`src/rtl/uart_rx_word_loader.sv`:
```
// uart_rx_word_loader: packs UART bytes LSB-first into 32-bit words
// and writes them to memory; an idle gap ends the download.
module uart_rx_word_loader #(
  parameter int ADDR_WIDTH     = 14,
  parameter int BASE_ADDR      = 0,
  parameter int TIMEOUT_CYCLES = 10000000
) (
  input  logic                  I_clk,
  input  logic                  I_rst_n,
  input  logic                  I_load_en,
  input  logic                  I_rx_done,
  input  logic [7:0]            I_para_data,
  output logic                  O_wr_en,
  output logic [ADDR_WIDTH-1:0] O_wr_addr,
  output logic [31:0]           O_wr_data,
  output logic                  O_busy,
  output logic                  O_load_done,
  output logic [ADDR_WIDTH:0]   O_word_cnt,
  output logic                  O_overflow
);

  localparam int TW =
    (TIMEOUT_CYCLES > 1) ? $clog2(TIMEOUT_CYCLES) : 1;
  localparam logic [TW-1:0] TMO_LAST =
    TW'(TIMEOUT_CYCLES - 1);
  localparam logic [TW-1:0] TMO_ONE = TW'(1);
  localparam logic [ADDR_WIDTH:0] CNT_ONE =
    (ADDR_WIDTH + 1)'(1);
  localparam logic [ADDR_WIDTH:0] CAP =
    {1'b1, {ADDR_WIDTH{1'b0}}};
  localparam logic [ADDR_WIDTH-1:0] BASE =
    ADDR_WIDTH'(BASE_ADDR);

  typedef enum logic [1:0] {
    IDLE,
    WAIT,
    COLLECT,
    DONE
  } state_t;

  state_t          state;
  logic [1:0]      byte_idx;
  logic [23:0]     asm_q;
  logic [TW-1:0]   tmo_cnt;

  logic [ADDR_WIDTH:0]   cnt_inc;
  logic [ADDR_WIDTH-1:0] addr_nxt;

  assign cnt_inc  = O_word_cnt + CNT_ONE;
  assign addr_nxt = BASE + O_word_cnt[ADDR_WIDTH-1:0];

  // Loader FSM: byte assembly, word writes, timeout and capacity.
  always_ff @(posedge I_clk or negedge I_rst_n) begin
    if (!I_rst_n) begin
      state       <= IDLE;
      byte_idx    <= 2'd0;
      asm_q       <= 24'd0;
      tmo_cnt     <= '0;
      O_wr_en     <= 1'b0;
      O_wr_addr   <= '0;
      O_wr_data   <= 32'd0;
      O_busy      <= 1'b0;
      O_load_done <= 1'b0;
      O_word_cnt  <= '0;
      O_overflow  <= 1'b0;
    end else begin
      O_wr_en <= 1'b0;
      if (!I_load_en) begin
        state       <= IDLE;
        O_busy      <= 1'b0;
        O_load_done <= 1'b0;
        byte_idx    <= 2'd0;
        asm_q       <= 24'd0;
        tmo_cnt     <= '0;
      end else begin
        unique case (state)
          IDLE: begin
            state      <= WAIT;
            O_busy     <= 1'b1;
            O_word_cnt <= '0;
            O_overflow <= 1'b0;
            byte_idx   <= 2'd0;
            asm_q      <= 24'd0;
            tmo_cnt    <= '0;
          end
          WAIT, COLLECT: begin
            if (I_rx_done) begin
              state    <= COLLECT;
              tmo_cnt  <= '0;
              byte_idx <= byte_idx + 2'd1;
              if (byte_idx == 2'd3) begin
                O_wr_en    <= 1'b1;
                O_wr_addr  <= addr_nxt;
                O_wr_data  <= {I_para_data, asm_q};
                O_word_cnt <= cnt_inc;
                asm_q      <= 24'd0;
                if (cnt_inc == CAP) begin
                  state       <= DONE;
                  O_busy      <= 1'b0;
                  O_load_done <= 1'b1;
                end
              end else begin
                case (byte_idx)
                  2'd0:    asm_q[7:0]   <= I_para_data;
                  2'd1:    asm_q[15:8]  <= I_para_data;
                  default: asm_q[23:16] <= I_para_data;
                endcase
              end
            end else if (state == COLLECT) begin
              if (tmo_cnt == TMO_LAST) begin
                if (byte_idx != 2'd0) begin
                  O_wr_en    <= 1'b1;
                  O_wr_addr  <= addr_nxt;
                  O_wr_data  <= {8'h00, asm_q};
                  O_word_cnt <= cnt_inc;
                end
                asm_q       <= 24'd0;
                byte_idx    <= 2'd0;
                tmo_cnt     <= '0;
                state       <= DONE;
                O_busy      <= 1'b0;
                O_load_done <= 1'b1;
              end else begin
                tmo_cnt <= tmo_cnt + TMO_ONE;
              end
            end
          end
          DONE: begin
            if (I_rx_done && (O_word_cnt == CAP))
              O_overflow <= 1'b1;
          end
        endcase
      end
    end
  end

endmodule
```
`config.mk`:
```
export PLATFORM = sky130hd
export DESIGN_NAME = uart_rx_word_loader
export DESIGN_NICKNAME = d
export VERILOG_FILES = /design/src/rtl/uart_rx_word_loader.sv
export SDC_FILE = /design/constraint.sdc
export NUM_CORES = 1
export LEC_CHECK = 0
export CAP_MARGIN = 0
export CORE_UTILIZATION = 40
export CTS_CLUSTER_DIAMETER = 40
export CTS_CLUSTER_SIZE = 12
export DETAILED_ROUTE_END_ITERATION = 12
export PLACE_DENSITY_LB_ADDON = 0.25
export SLEW_MARGIN = 20
export SYNTH_ARGS = -nofsm -noshare
export SYNTH_HDL_FRONTEND = slang
export SYNTH_SLANG_ARGS = --single-unit
```
`constraint.sdc`:
```
create_clock -name I_clk -period 2 [get_ports I_clk]
set_clock_uncertainty 0.1 [all_clocks]
set_input_delay 0.3 -clock I_clk [delete_from_list [all_inputs] [get_ports I_clk]]
set_output_delay 0.3 -clock I_clk [all_outputs]
set_load 0.05 [all_outputs]
```
==> key figures, run 1 <==
Run status
  • Status: finished, violations left
  • Failing checks: setup timing

Yosys
  • Synth async-reset ratio: between 90% and 100%
  • Leading area contributor after synthesis: dfrtp_1
  • Avg Cell Area, Syn: 9.40 µm²
  • Top cells by area, synth: dfrtp_1, nand2_1, a22o_1
  • Post-synth EDFFs: 0
  • Post-Syn Instances: 597
  • Syn nets: 620
  • Ys Warns: 0
  • Netlist Area Pre-Place: 0.00561 mm²
  • Yosys reg bits: 117
  • Synth top area share: between 50% and 60%
  • Main flop type after synthesis: dfrtp_1
  • Unique masters post-synth: 51
  • Sequential area share after synthesis: 52.2%

Timing
  • Final min period: 2.06 ns
  • Final Max Tran Viols: 0
  • Final setup margin: -0.0552 ns
  • Fmax: 487 MHz
  • Setup violators final: 5
  • Tightest Pin Transition: 0.535 ns
  • Endpoints failing hold: 0
  • Slew margin rel.: roughly 64%
  • Final period utilization: 103%
  • RSZ-0062 raised after global routing: true

Critical path
  • Crit path required time: between 2 and 2.5 ns
  • Startpoint types: register
  • CP endpoint kind: register
  • CP arrival: 2.26 ns
  • Reg-to-reg startpoint: O_word_cnt[0]
  • CP Class: register to register
  • R2R depth: 8
  • R2r endpoint: O_load_done
  • Max FO, Critical Path: 4
  • Reg2reg setup slack: -0.06 ns

Floorplanning
  • Width of the die: 120 µm
  • Top Ports: 77
  • DIE AREA: 0.0145 mm²
  • Rows: 42
  • Height of the die: 120 µm
  • Initial cell density of the core: 41.7%
  • Core ar.: between 0.01 and 0.015 mm²

Clock tree
  • H-tree Lvls: 4
  • Clock Path Buffers: 2
  • Root buf cell: clkbuf_16
  • Clock sink total: 117
  • Clk slew on worst S/H paths: approximately 0.06 ns
  • Worst skew pair latency: 0.42 ns
  • TritonCTS clock tree: yes
  • CTS Buf Count: 17

Place
  • Cell total after placement: 920
  • Port bufs: 76
  • Routability Congestion: 0.879
  • DP Area: 0.00725 mm²
  • Placed wire-length estimate: about 10000 µm

Final layout
  • Fin util: 62.6%
  • Layout cell share with drive strength beyond 1: 32.8%
  • Nets: roughly 800
  • Diode count: 0
  • # fillers: 1120
  • Area grow syn2layout: 50.1%
  • Fin cells: 969
  • Final instance area: ~0.0084 mm²

Detailed routing
  • Antenna viol nets, final: 0
  • Iter 0 DRT Violations: 250
  • Vias: between 5000 and 6000
  • Vias/cell: 5.29
  • DRC viols: 0
  • Drt total wl: 15200 µm
  • WL/cell: about 16 µm
  • Pre-Repair DR Iteration Count: 4

Pwr
  • Pleak: 4.53 nW
  • VDD IR max: 0.000754 V
  • Cell Pwr Density: about 860 mW/mm²
  • Pwr Total: 7.20 mW

Global routing
  • Initial antenna violation count: 0
  • Vias in the first global route: between 5000 and 6000
  • Pin count of the biggest net entering global routing: 38
  • Grt ovf: 0
  • GRT Util Overall: 21.5%
  • First-pass GRT wire length: 24300 µm

Run
  • Max Cap Viol: 0

Min path
  • Worst Hold Class: input port to async pin
repair_timing:
| item | in CTS | in global routing |
|---|---|---|
| hold buffers | 1 | 0 |
| pin swaps | 12 | 53 |
| hold endpoints to repair | 34 | 0 |
| gates resized for setup | 37 | 113 |
| setup endpoints to repair | 120 | 136 |
| buffers inserted | 7 | 10 |
| cloned | 0 | 1 |
routing by layer:
layer	up-vias	GRT usage (%)	routed length [µm]
met4	0	8.10	325
li1	2441	-	-
met3	29	5.52	678
met1	2529	26.5	6510
met2	126	36.1	7680
met5	-	0	0
through the flow:
stage,setup slack (ns),hold slack [ns],TNS [ns]
2_1_floorplan,-0.0944,-0.0956,-0.365
3_3_place_gp,-0.209,0.218,-16.36
3_5_place_dp,-0.304,0.225,-24.19
4_1_cts,-0.0516,0.327,-0.131
5_1_grt,-0.115,0.370,-3.66
6_report,-0.0552,0.318,-0.106
sequential cells by signal (all words and copies together), names as in the netlist:
name / count
O_busy: 1
O_load_done: 1
O_overflow: 1
O_word_cnt: 15
O_wr_addr: 14
O_wr_data: 32
O_wr_en: 1
asm_q: 24
byte_idx: 2
state: 2
tmo_cnt: 24
final cells by class:
class / instances / area [µm²] / area share [%]
Clock buffer: 19 / 433 / 5.14
Multi-Input combinational cell: 429 / 2780 / 33.1
Inverter: 18 / 75.1 / 0.892
Tap cell: 176 / 220 / 2.62
Clock inverter: 12 / 133 / 1.58
Timing Repair Buffer: 198 / 1830 / 21.8
Sequential cell: 117 / 2940 / 35.0
synthesized netlist by cell type, types with 3 or more instances:
cell type  number
a21oi_1        15
a22o_1         23
and2_1          4
and3_1         11
and4_1          3
buf_2           8
buf_4           4
buf_6           9
clkbuf_1       11
dfrtp_1       117
ha_1           11
inv_1          17
nand2_1       163
nand2b_1        4
nand3_1        26
nand4_1         9
nor2_1         20
nor2b_1         3
nor3_1         15
o21ai_0        36
o21ai_1        17
o21ai_2         3
o22ai_1         3
o31ai_1        13
or3_1           8
xnor2_1        11
xor2_1          4
layout by cell type, fill, tap and decap left out, types with 4 or more instances in the layout:
cell             Yosys  layout
buf_6                9      15
ha_1                11       5
buf_12               0       5
dfrtp_1            117     104
o21ai_1             17      21
o31ai_1             13      12
xor2_1               4       4
nor2_1              20      16
clkbuf_16            0      17
buf_4                4     116
nand2_2              0       7
xnor2_1             11      10
inv_1               17      16
dfrtp_2              0      13
a21oi_1             15      11
dlymetal6s2s_1       0      30
and3_1              11       8
o21ai_2              3      11
nand3_1             26      22
a22o_1              23      23
nor3_1              15       7
clkdlybuf4s50_1      0      18
nand2_1            163     153
o21ai_0             36      21
nand4_1              9       9
dlygate4sd2_1        0      11
a21oi_2              0       4
nand3_2              1       4
nor3_2               2      10
ha_4                 0       4
or3_1                8       7
worst max-delay path: stages (launching register included):
cell	delay (ns)
dfrtp_2	0.43
ha_4	0.18
and4_4	0.17
xnor2_1	0.13
and3_1	0.16
o21ai_2	0.20
nor4b_4	0.07
buf_4	0.16
o311a_1	0.34
report_power, final:
| group | switching [mW] | internal (mW) |
|---|---|---|
| clock network | 1.10 | 1.82 |
| registers | 0.0789 | 2.48 |
| logic | 0.956 | 0.764 |
| total | 2.14 | 5.07 |
cell families (layout without fill, tap and decap cells):
group,Yosys count,in the layout,synth area share (%)
compound gates,121,121,14.0
xor+xnor,15,15,2.34
fa+ha+maj,11,11,2.45
buf+inv,51,247,5.13
flops,117,117,52.2
mux,2,2,0.379
simple gates,280,280,23.5
worst max-delay path by stage:
stage | start | end | slack, ns | cells past startpoint
after global routing | O_word_cnt[0] | O_load_done | -0.11 | 8
final | O_word_cnt[0] | O_load_done | -0.06 | 8
after floorplan | O_word_cnt[0] | state[0] | -0.09 | 8
after CTS | O_word_cnt[0] | state[0] | -0.05 | 7
after detailed placement | I_rx_done | O_word_cnt[8] | -0.30 | 9
after global placement | I_rx_done | tmo_cnt[12] | -0.21 | 7
Power figures use the tool's default switching activity.
==> run 2, diff against run 1 <==
- CORE_MARGIN: unset -> 2
==> run 2 against run 1 <==
  * The flow still finishes with violations (setup timing)
  * Routed wire length rose by 8.2%
  * Flip-flop and latch count did not move
  * Largest power group unchanged
  * Hold slack improved by 0.048 ns
  * Die area rose by 3.3%
  * Clock power rose by 9.9%
  * Total power rose by 5.0%
==> key figures, run 2 (same netlist as run 1, synthesis figures left out) <==
Floorplanning
  • Core ar.: 0.0138 mm² (+2.4%)
  • Initial cell density of the core: 40.7% (-0.97 points)
  • Height of the die: 122 µm (+1.7%)
  • Rows: 43 (+2.4%)
  • Width of the die: 122 µm (+1.7%)
  • DIE AREA: 0.0150 mm² (+3.3%)
  • Top Ports: 77 (unchanged)

Final layout
  • Most frequent cells in the layout: nand2_1, buf_4, dfrtp_1
  • Largest Register: O_wr_data
  • Largest regs: O_wr_data x32, asm_q x24, tmo_cnt x24
  • Fin cells: 983 (+1.4%)
  • Area grow syn2layout: 56.4%
  • Layout cell share with drive strength beyond 1: 38.0% (+5.2 points)
  • Fin util: 63.7% (+1.1 points)
  • Commonest non-fill, non-tap cell in the layout: nand2_1
  • Diode count: 0 (unchanged)
  • Nets: 813 (+1.1%)
  • Max reg flops: 32 (unchanged)

Detailed routing
  • Vias: 5256 (+2.6%)
  • WL/cell: 16.7 µm (+6.7%)
  • Vias/cell: 5.35 (+1.1%)
  • Drt total wl: 16400 µm (+8.2%)
  • Antenna viol nets, final: 0 (unchanged)
  • Pre-Repair DR Iteration Count: 6 (+2)
  • DRC viols: 0 (unchanged)
  • Iter 0 DRT Violations: 342 (+37%)

Global routing
  • GRT met1 Usage: 27.3% (+0.84 points)
  • First-pass GRT wire length: 24900 µm (+2.3%)
  • Met2 usage: 35.3% (-0.86 points)
  • Pin count of the biggest net entering global routing: 118 (+210%)
  • Vias in the first global route: 5077 (+0.85%)
  • Grt ovf: 0 (unchanged)
  • GRT Util Overall: 21.4% (-0.10 points)
  • Top Usage Layer GRT: met2
  • M3 GR Usage: 5.58% (+0.057 points)
  • Initial antenna violation count: 0 (unchanged)

Place
  • Post-place setup slack: -0.375 ns (-0.0713 ns)
  • Routability Congestion: 0.929 (+5.7%)
  • Placed wire-length estimate: 10100 µm (-3.3%)
  • Cell total after placement: 921 (+0.11%)
  • Port bufs: 76 (unchanged)

Critical path
  • Startpoint types: register
  • Setup crit start: state[0]
  • CP endpoint kind: register
  • Max FO, Critical Path: 8 (+4)
  • CP Class: register to register
  • Reg-to-reg startpoint: state[0]
  • CP arrival: 2.30 ns (+0.04 ns)
  • Crit path required time: 2.26 ns (+0.06 ns)

Clock tree
  • CTS Buf Count: 17 (unchanged)
  • Worst skew pair latency: 0.42 ns (about the same)
  • Clk slew on worst S/H paths: 0.06 ns (about the same)
  • Clock Path Buffers: 2 (unchanged)
  • H-tree Lvls: 4 (unchanged)
  • Clock sink total: 117 (unchanged)
  • TritonCTS clock tree: yes
  • Root buf cell: clkbuf_16

Pwr
  • VDD IR max: 0.000660 V (-12%)
  • Pwr Total: 7.56 mW (+5.0%)
  • Cell Pwr Density: 862 mW/mm² (+0.73%)
  • Pleak: 4.82 nW (+6.5%)

Timing
  • Final Max Tran Viols: 0 (unchanged)
  • Final setup margin: -0.0338 ns (+0.0214 ns)
  • Final period utilization: 102% (-1.1 points)
  • Endpoints failing hold: 0 (unchanged)
  • Fmax: 492 MHz (+1.0%)
  • Final min period: 2.03 ns (-0.0214 ns)
  • Tightest Pin Transition: 0.651 ns (+0.116 ns)
  • Setup violators final: 28 (+23)
  • RSZ-0062 raised after global routing: true
  • Slew margin rel.: 56.6% (-7.8 points)

Run
  • Max Cap Viol: 0 (unchanged)

Min path
  • Worst Hold Class: register to register
  • Hold path start: O_wr_data[13]

Run status
  • Failing checks: setup timing
  • Status: finished, violations left
==> run 2: where the power goes <==
part | leakage [nW] | internal, mW | total [mW] | switching [mW]
combinational | 2.91 | 0.798 | 1.79 | 0.991
clock | 0.303 | 1.99 | 3.21 | 1.21
sequential | 1.61 | 2.48 | 2.57 | 0.0854
total | 4.82 | 5.27 | 7.56 | 2.29
==> run 2: layout make-up <==
class / instances / area [µm²]
Tap cell: 180 / 225
Fill cell: 1058 / 5000
Inverter: 18 / 80.1
Timing Repair inverter: 1 / 11.3
Clock inverter: 15 / 195
Timing Repair Buffer: 203 / 1960
Sequential cell: 117 / 2940
Multi-Input combinational cell: 432 / 2930
Clock buffer: 17 / 425
==> run 2: critical path, cell delays in order (launching register included) <==
cell and delay [ns]:
dfrtp_1 0.42, inv_2 0.11, buf_6 0.11, ha_4 0.14, nand2b_4 0.06, o21ai_2 0.13
nand3_2 0.10, or2_4 0.34, clkinv_8 0.10, buf_12 0.10, buf_16 0.14, nand2_1 0.06
nand2_1 0.06
==> run 2: final timing paths <==
path                                 end  slack, ns  cells past startpoint
setup reg to reg            O_wr_data[9]      -0.03                     12
max in group asynchronous    tmo_cnt[16]       0.90                      3
hold reg to reg            O_wr_data[13]       0.37                      2
min in group asynchronous  O_word_cnt[5]       0.39                      3
hold / removal             O_wr_data[13]       0.37                      2
setup / recovery            O_wr_data[9]      -0.03                     12
==> run 2: stage by stage <==
stage / TNS [ns] / instance area [µm²] / hold WS, ns
2_1_floorplan: -0.365 / 5720 / -0.0956
3_3_place_gp: -22.64 / 7210 / 0.344
3_5_place_dp: -29.07 / 7210 / 0.348
4_1_cts: -0.0170 / 8070 / 0.369
5_1_grt: -5.57 / 8770 / 0.390
6_report: -0.386 / 8770 / 0.366
==> run 2: layer usage <==
| metal | routed length, µm | share of wire, % |
|---|---|---|
| met5 | 0 | 0 |
| met4 | 270 | 1.6 |
| met3 | 936 | 5.7 |
| met2 | 8250 | 50 |
| met1 | 6980 | 42 |
==> run 2: what timing repair did <==
item / in CTS / in global routing
hold buffers: 1 / 0
endpoints found under the hold margin: 117 / 0
gates cloned: 1 / 8
gates resized for setup: 54 / 154
setup buffers: 11 / 11
pin swaps: 32 / 71
setup endpoints to repair: 122 / 143
==> run 3, diff against run 2 <==
--- a/config.mk
+++ b/config.mk
@@ -7,5 +7,5 @@
 export LEC_CHECK = 0
 export CAP_MARGIN = 0
-export CORE_MARGIN = 2
+export CORE_MARGIN = 4
 export CORE_UTILIZATION = 40
 export CTS_CLUSTER_DIAMETER = 40
--- a/constraint.sdc
+++ b/constraint.sdc
@@ -3,3 +3,3 @@
 set_input_delay 0.3 -clock I_clk [delete_from_list [all_inputs] [get_ports I_clk]]
 set_output_delay 0.3 -clock I_clk [all_outputs]
-set_load 0.05 [all_outputs]
+set_load 0.02 [all_outputs]
==> run 3 against run 2 <==
  * The run still ends with setup timing left
  * Final cell count fell by 2.2%
  * First-iteration DRC count is 24% lower
  * Non-clock buffer count down 18
  * Largest power group unchanged
  * Clock power is essentially flat
  * Sequential power hardly changed
  * Critical endpoint is now O_word_cnt[8]
  * Flip-flop and latch count did not move
  * Count of clock-buffer cells in the layout did not move
  * Sequential share of layout area up 1.6 points
  * Die area rose by 6.6%
==> key figures, run 3 (same netlist as run 1, synthesis figures left out) <==
Run status
  • Status: finished, violations left
  • Failing checks: setup timing

Clock tree
  • TritonCTS clock tree: yes
  • Worst skew pair latency: 0.42 ns (about the same)
  • CTS Buf Count: 17 (unchanged)
  • Root buf cell: clkbuf_16
  • Clock sink total: 117 (unchanged)
  • H-tree Lvls: 4 (unchanged)
  • Clk slew on worst S/H paths: 0.06 ns (about the same)
  • Clock Path Buffers: 2 (unchanged)

Timing
  • Final Max Tran Viols: 0 (unchanged)
  • Setup TNS: -0.115 ns (+0.270 ns)
  • Slew margin rel.: 75.2% (+19 points)
  • Minimum hold slack: 0.183 ns (-0.183 ns)
  • RSZ-0062 raised after global routing: true
  • Final min period: 2.04 ns (+0.00258 ns)
  • Endpoints failing hold: 0 (unchanged)
  • Final setup margin: -0.0364 ns (-0.00258 ns)
  • Setup violators final: 11 (-61%)
  • Fmax: 491 MHz (-0.13%)
  • Tightest Pin Transition: 0.367 ns (-0.285 ns)
  • Final period utilization: 102% (+0.13 points)

Final layout
  • Area grow syn2layout: 49.1%
  • Nets: 791 (-2.7%)
  • Largest Register: O_wr_data
  • Max reg flops: 32 (unchanged)
  • Largest regs: O_wr_data x32, asm_q x24, tmo_cnt x24
  • Most frequent cells in the layout: nand2_1, dfrtp_1, buf_4
  • Final instance area: 0.00836 mm² (-4.7%)
  • Diode count: 0 (unchanged)
  • # fillers: 1110 (+4.9%)
  • Commonest non-fill, non-tap cell in the layout: nand2_1
  • Layout cell share with drive strength beyond 1: 29.8% (-8.1 points)

Pwr
  • VDD IR max: 0.000694 V (+5.2%)
  • Pleak: 4.03 nW (-16%)
  • Cell Pwr Density: 868 mW/mm² (+0.71%)

Critical path
  • Reg2reg setup slack: -0.04 ns (about the same)
  • Startpoint types: register
  • Max FO, Critical Path: 6 (-2)
  • Reg-to-reg startpoint: tmo_cnt[18]
  • CP endpoint kind: register
  • Setup crit start: tmo_cnt[18]
  • CP arrival: 2.28 ns (-0.02 ns)
  • CP Class: register to register
  • Crit path required time: 2.25 ns (about the same)

Place
  • Routability Congestion: 0.885 (-4.8%)
  • DP Area: 0.00721 mm² (unchanged)
  • Placed wire-length estimate: 10400 µm (+2.7%)
  • Port bufs: 76 (unchanged)

Detailed routing
  • Pre-Repair DR Iteration Count: 5 (-1)
  • Iter 0 DRT Violations: 260 (-24%)
  • Vias: 5087 (-3.2%)
  • DRC viols: 0 (unchanged)
  • WL/cell: 16.2 µm (-3.1%)
  • Drt total wl: 15600 µm (-5.2%)
  • Antenna viol nets, final: 0 (unchanged)
  • Vias/cell: 5.29 (-1.0%)

Floorplanning
  • Width of the die: 126 µm (+3.3%)
  • Core ar.: 0.0138 mm² (+0.39%)
  • Rows: 43 (unchanged)
  • Top Ports: 77 (unchanged)
  • DIE AREA: 0.0160 mm² (+6.6%)
  • Initial cell density of the core: 40.6% (-0.16 points)
  • Height of the die: 126 µm (+3.3%)

Global routing
  • Grt ovf: 0 (unchanged)
  • First-pass GRT wire length: 25000 µm (+0.53%)
  • Pin count of the biggest net entering global routing: 65 (-45%)
  • GRT Util Overall: 19.3% (-2.1 points)
  • Initial antenna violation count: 0 (unchanged)
  • Vias in the first global route: 5050 (-0.53%)

Run
  • Max Cap Viol: 0 (unchanged)

Min path
  • Worst Hold Class: input port to async pin
-- run 3: cell types whose count changed in the layout (fill, tap and decap cells not counted), moves of 8 or more --
cell,delta
dlygate4sd2_1,-8
buf_4,-30
dlymetal6s2s_1,-28
o21ai_0,+8
nor3_2,-8
clkdlybuf4s50_1,+54
nor3_1,+8
-- run 3: routing by layer --
layer	vias up	routed length (µm)	share of wire [%]	track usage, %
met5	-	0	0	0
met1	2528	6720	43	25.1
met4	0	240	1.5	6.56
met2	118	7920	51	31.5
li1	2416	-	-	-
met3	25	686	4.4	4.80
-- run 3: through the flow --
step	setup slack (ns)	power [mW]	utilization, %	std cells
floorplan	-0.00703	3.30	-	597
detailed placement	-0.313	3.82	52.1	914
global placement	-0.242	3.79	52.1	914
finish	-0.0364	7.26	60.5	961
global route	-0.0928	7.55	60.5	961
CTS	-0.0344	7.20	57.7	950
-- run 3: area by class of cell --
cell class                      instances  area (µm²)  share of cell area [%]
Clock buffer                           17         425                    5.09
Clock inverter                         15         193                    2.30
Inverter                               18        75.1                   0.898
Multi-Input combinational cell        429        2770                    33.1
Sequential cell                       117        2940                    35.1
Tap cell                              180         225                    2.69
Timing Repair Buffer                  185        1740                    20.8
-- run 3: where the power goes --
part	leakage [nW]	total [mW]	switching, mW	internal, mW
Clock	0.302	3.19	1.20	1.99
Combinational	2.11	1.50	0.853	0.648
Sequential	1.62	2.56	0.0839	2.48
-- run 3: critical path, cell delays in order, from the launching register on --
cell,delay [ns]
dfrtp_1,0.39
nor4b_2,0.32
and4_4,0.29
a21oi_4,0.07
or2_4,0.31
or3_1,0.40
o21ai_1,0.08
-- run 3: worst paths after layout --
| kind | depth (start not counted) | to |
|---|---|---|
| max reg2reg | 6 | O_word_cnt[8] |
| min in group I_clk | 2 | O_wr_data[27] |
| max | 6 | O_word_cnt[8] |
| max in group asynchronous | 3 | asm_q[23] |
| min reg2reg | 2 | O_wr_data[27] |
| min | 2 | O_wr_addr[4] |
-- run 3: timing repair --
action                                  in CTS  in global routing
hold buffers                                 1                  0
gates resized for setup                     36                 79
cloned                                       0                  3
buffers inserted                             3                  8
endpoints found under the hold margin      117                  0
endpoints found under the setup margin     106                107
pin swaps                                   12                 52
